[config.mk]
export PLATFORM = sky130hd
export DESIGN_NAME = program_counter
export DESIGN_NICKNAME = d
export VERILOG_FILES = /design/src/rtl/cpu_pkg.sv /design/src/rtl/pc_next_logic.sv /design/src/rtl/program_counter.sv
export SDC_FILE = /design/constraint.sdc
export NUM_CORES = 1
export LEC_CHECK = 0
export BUFFER_PORTS_ARGS = -buffer_cell sky130_fd_sc_hd__buf_4
export CAP_MARGIN = 0
export CORE_MARGIN = 3
export CORE_UTILIZATION = 50
export CTS_BUF_LIST = sky130_fd_sc_hd__clkbuf_16
export DETAILED_ROUTE_END_ITERATION = 8
export PLACE_DENSITY_LB_ADDON = 0.2
export SLEW_MARGIN = 20
export SYNTH_ARGS = -nofsm -noshare
export SYNTH_HDL_FRONTEND = slang
export SYNTH_SLANG_ARGS = --single-unit
[constraint.sdc]
create_clock -name clk -period 5.3 [get_ports clk]
set_clock_uncertainty 0.15 [all_clocks]
set_input_delay 1.325 -clock clk [delete_from_list [all_inputs] [get_ports clk]]
set_output_delay 1.325 -clock clk [all_outputs]
set_load 0.02 [all_outputs]
[src/rtl/cpu_pkg.sv]
// Shared SC-CPU definitions: address width, fetch increment and branch
// offset scaling used by the program counter.
package cpu_pkg;
  localparam int PC_WIDTH     = 32;
  localparam int PC_INCR      = 4;
  localparam int BRANCH_SHIFT = 2;

  typedef logic [PC_WIDTH-1:0] addr_t;
endpackage

[src/rtl/pc_next_logic.sv]
// Next-PC datapath: sequential fetch target or PC-relative branch target.
module pc_next_logic
  import cpu_pkg::*;
#(
  parameter int WIDTH        = PC_WIDTH,
  parameter int INCR         = PC_INCR,
  parameter int OFFSET_SHIFT = BRANCH_SHIFT
) (
  input  logic [WIDTH-1:0] pc,
  input  logic             PCSrc,
  input  logic [WIDTH-1:0] branch_offset,
  output logic [WIDTH-1:0] next_pc
);
  logic [WIDTH-1:0] seq_pc;
  logic [WIDTH-1:0] byte_offset;
  logic [WIDTH-1:0] br_pc;

  // Branches are relative to the already-incremented PC; all sums wrap.
  assign seq_pc      = pc + WIDTH'(INCR);
  assign byte_offset = branch_offset << OFFSET_SHIFT;
  assign br_pc       = seq_pc + byte_offset;
  assign next_pc     = PCSrc ? br_pc : seq_pc;
endmodule

[src/rtl/program_counter.sv]
// SC-CPU program counter: boot address loaded from initPc on reset, then
// advances by INCR or a scaled PC-relative branch on each enabled cycle.
module program_counter
  import cpu_pkg::*;
#(
  parameter int WIDTH        = PC_WIDTH,
  parameter int INCR         = PC_INCR,
  parameter int OFFSET_SHIFT = BRANCH_SHIFT
) (
  input  logic             clk,
  input  logic             Reset,
  input  logic             PCWre,
  input  logic             PCSrc,
  input  logic [WIDTH-1:0] branch_offset,
  input  logic [WIDTH-1:0] initPc,
  output logic [WIDTH-1:0] pc
);
  logic [WIDTH-1:0] next_pc;

  pc_next_logic #(
    .WIDTH        (WIDTH),
    .INCR         (INCR),
    .OFFSET_SHIFT (OFFSET_SHIFT)
  ) u_next (
    .pc            (pc),
    .PCSrc         (PCSrc),
    .branch_offset (branch_offset),
    .next_pc       (next_pc)
  );

  // Reset wins over the write enable; initPc is taken verbatim, unaligned.
  always_ff @(posedge clk) begin
    if (Reset)      pc <= initPc;
    else if (PCWre) pc <= next_pc;
  end
endmodule

==> metrics.log <==
[metrics] fill cell count: 675
[metrics] Hold Slack: 0.6792 ns
[metrics] Initial DRT Pass Iterations: 5
[metrics] FF+latch count, synth: 32
[metrics] layout-stage area growth over the synthesis result: 23.67%
[metrics] power share of the clock group: 19.0%
[metrics] share of the yosys chip area belonging to registers: 24.98%
[metrics] Worst path max stage delay: 0.46 ns
[metrics] DIE HEIGHT: 93.72 um
[metrics] post-CTS resize count: 0
[metrics] type of element launching the critical path: flip-flop
[metrics] Inserted Clock Buffers: 5
[metrics] Worst VDD drop: 0.1235 mV
[metrics] cells after synthesis: 456
[metrics] slew at the pin closest to its max-slew limit: 0.7307 ns
[metrics] GRT overflow: 0
[metrics] Buffers on Ports: 97
[metrics] H-tree Lvls: 2
[metrics] per-cell routed wire length: 16.87 um
[metrics] Synth Flop Type: edfxtp_1
[metrics] critical path endpoint category: flip-flop
[metrics] data required time of the worst path: 5.26 ns
[metrics] initial detailed-routing violation count: 190
[metrics] worst setup path class: flip-flop to flip-flop
[metrics] maximum achievable frequency: 230.9 MHz
[metrics] share of total power in sequential cells: 26.6%
[metrics] count of antenna-violating nets left after detailed routing: 0
[metrics] critical path fanouts, max: 10
[metrics] initial antenna violation count: 0
[metrics] Detail Placement HPWL: 8450 um
[metrics] Die X: 93.72 um
[metrics] count of vias placed by the detailed router: 3732
[metrics] cell leakage power: 0.002031 uW
[metrics] remaining max-slew budget at the tightest pin: 51.29%
[metrics] number of flip-flops in the largest register: 32
[metrics] latest clock arrival within the worst-skew pair: 0.28 ns
[metrics] drt drc: 0
[metrics] flip-flop and latch area: 960.9 um^2
[metrics] Sinks on Clock Net: 32
[metrics] power share of the combinational group: 54.3%
[metrics] setup repair after global routing missed its margin: false
[metrics] number of placement rows: 31
[metrics] antenna diode count: 0
[metrics] starting density of the core: 52.21%
[metrics] fraction of the cycle the final worst path needs: 81.72%
[metrics] number of flops mapped to enable cells by yosys: 32
[metrics] post-synthesis instance area: 0.003847 mm^2
[metrics] core area: 0.007370 mm^2
[metrics] mean number of vias per cell: 5.840
[metrics] run status: complete, no violations
[metrics] Biggest register: pc
[metrics] total track usage: 24.39%
[metrics] Post-CTS Hold Fix Bufs: 0
[metrics] TNS Setup: 0 ns
[metrics] Die Area: 0.008783 mm^2
[metrics] share of cells above drive strength 1: 24.26%
[metrics] pwr dens: 296.0 mW/mm^2
[metrics] worst path cell trace: and4_1 > and3_1 > and4_1 > nand2_1 > nor3_2 > xor2_1 > ha_1 > nand2_1 > o21ai_0 > o31ai_1 > a21oi_1 > a311oi_2 > xnor2_1 > a21oi_1 > o31ai_2
[metrics] I/O pin cnt: 100
[metrics] Max Cap Viol: 0
[metrics] internal portion of total power: 834.5 uW
[metrics] area occupied by multi-input gates: 0.002748 mm^2
[metrics] shortest period the worst path allows: 4.331 ns
[metrics] count of different cell masters after synthesis: 59
[metrics] number of global-route vias before repair: 3577
[metrics] cell type contributing the most total cell area after synthesis: edfxtp_1
[metrics] net switching component of the power: 574.1 uW
[metrics] net switching fraction of the power: 40.76%
[metrics] wire length of the first global-routing pass: 17060 um
[metrics] syn_area_per_cell: 8.437 um^2
[metrics] count of final max-slew check failures: 0
[metrics] clock slew at reported path FFs: 0.05 ns
[metrics] final wirelength: 10780 um
[metrics] registers with the highest flip-flop counts: pc (32)
[metrics] proportion of register bits with asynchronous set or reset after synthesis: 0%
[metrics] CP max-delay cell: edfxtp_1
[metrics] buffers inserted during post-CTS setup optimization: 0
[metrics] dominant cells by area after synthesis: edfxtp_1 (25%), ha_1 (12%), xnor2_1 (9.1%), a21oi_1 (6.2%), nand2_1 (5.4%)
[metrics] number of synthesis warnings: 0
[metrics] pin count of the biggest net entering global routing: 39
[metrics] data arrival time of the critical path: 4.29 ns
[metrics] class of the most critical hold timing path: flip-flop to flip-flop
[metrics] syn nets: 562
[metrics] clk root buf: clkbuf_16
[metrics] Fin. Hold Viols: 0
[metrics] CTS tree: done
[metrics] Placer Congestion: 0.9312
[metrics] Net count, final: 646
[metrics] buffer depth of the longest clock path: 2
[metrics] final-report setup violation count: 0
[metrics] top-area cell type share of the netlist area: 24.98%
-- final timing paths --
path                            slack (ns)  endpoint    from  cells after the start
worst max-delay path                  0.97    pc[31]   pc[4]                     15
worst min-delay path                  0.68    pc[16]  pc[16]                      3
worst max register to register        0.97    pc[31]   pc[4]                     15
worst min register to register        0.68    pc[16]  pc[16]                      3
-- placed cells by master (no fill, tap or decap), types with 6 or more instances in the layout --
master / synthesis / routed
xor2_1: 11 / 11
nor2_1: 33 / 33
and2_1: 7 / 7
nand2_1: 55 / 55
nand4_1: 13 / 13
inv_1: 15 / 16
buf_4: 1 / 98
ha_1: 37 / 37
nand3_1: 19 / 19
and3_1: 8 / 8
edfxtp_1: 32 / 32
a21o_1: 13 / 13
a21oi_1: 48 / 48
xnor2_1: 40 / 40
o21ai_0: 19 / 19
o21a_1: 6 / 6
-- cell type report --
cell class / count / area share [%]
multi-input cells: 388 / 57.74
repair buffers: 98 / 15.46
clock buffers: 5 / 2.630
clock inverters: 2 / 0.1841
inverters: 15 / 1.183
flip-flops and latches: 32 / 20.19
well taps: 99 / 2.603
-- synth_stat cells, types with 2 or more instances --
library cell and count:
nand2_1 55, a21oi_1 48, xnor2_1 40, ha_1 37, nor2_1 33, edfxtp_1 32
nand3_1 19, o21ai_0 19, clkbuf_1 18, inv_1 15, a21o_1 13, nand4_1 13
xor2_1 11, and3_1 8, and2_1 7, o21a_1 6, mux2i_1 5, nor3_1 5
a2bb2oi_1 4, a31oi_1 4, and4_1 4, nor3_2 4, o211ai_1 4, a211oi_1 3
a22oi_1 3, o21bai_1 3, o221ai_1 3, or2_2 3, a211oi_2 2, a221oi_2 2
buf_1 2, mux2_1 2, mux2_2 2, o31ai_1 2
-- per-stage QoR --
step	total power [uW]	setup slack [ns]	instances	area [um^2]	utilization, %
CTS	1402	1.027	639	4758	64.57
detailed placement	1131	1.059	632	4624	62.75
finish	1409	0.9687	639	4758	64.57
floorplan	915.7	1.554	456	3847	-
global placement	1115	1.137	632	4624	62.75
global route	1498	0.6548	639	4758	64.57
-- kinds of logic after synthesis --
logic type      after synthesis  share of synthesized area [%]
simple gates                159                          20.68
compound gates              131                          24.10
xor+xnor                     51                          11.61
fa+ha+maj                    38                          12.55
buf+inv                      36                          3.610
flops                        32                          24.98
mux                           9                          2.472
-- per-layer routing --
| layer | global-route usage (%) | up-vias | routed length (um) | share of wire [%] |
|---|---|---|---|---|
| met5 | 0 | - | 0 | 0 |
| li1 | - | 1842 | - | - |
| met2 | 42.58 | 148 | 5245 | 49 |
| met1 | 32.17 | 1734 | 4780 | 44 |
| met3 | 2.724 | 8 | 701 | 6.5 |
| met4 | 5.776 | 0 | 55 | 0.51 |
-- critical path: cells and delay by family (launching register included) --
family          cells  cell delay [ns]
compound gates      6             1.23
xor+xnor            2             0.48
simple gates        6             1.45
flops               1             0.46
fa+ha+maj           1             0.38
-- power groups by stage --
stage	registers [uW]	logic [uW]	clock network (uW)
3_3_place_gp	377	738	0
3_5_place_dp	379	752	0
2_1_floorplan	414	501	0
6_report	375	765	268
4_1_cts	374	758	269
5_1_grt	381	838	279
Note: power is estimated with default switching activity, not from simulation.
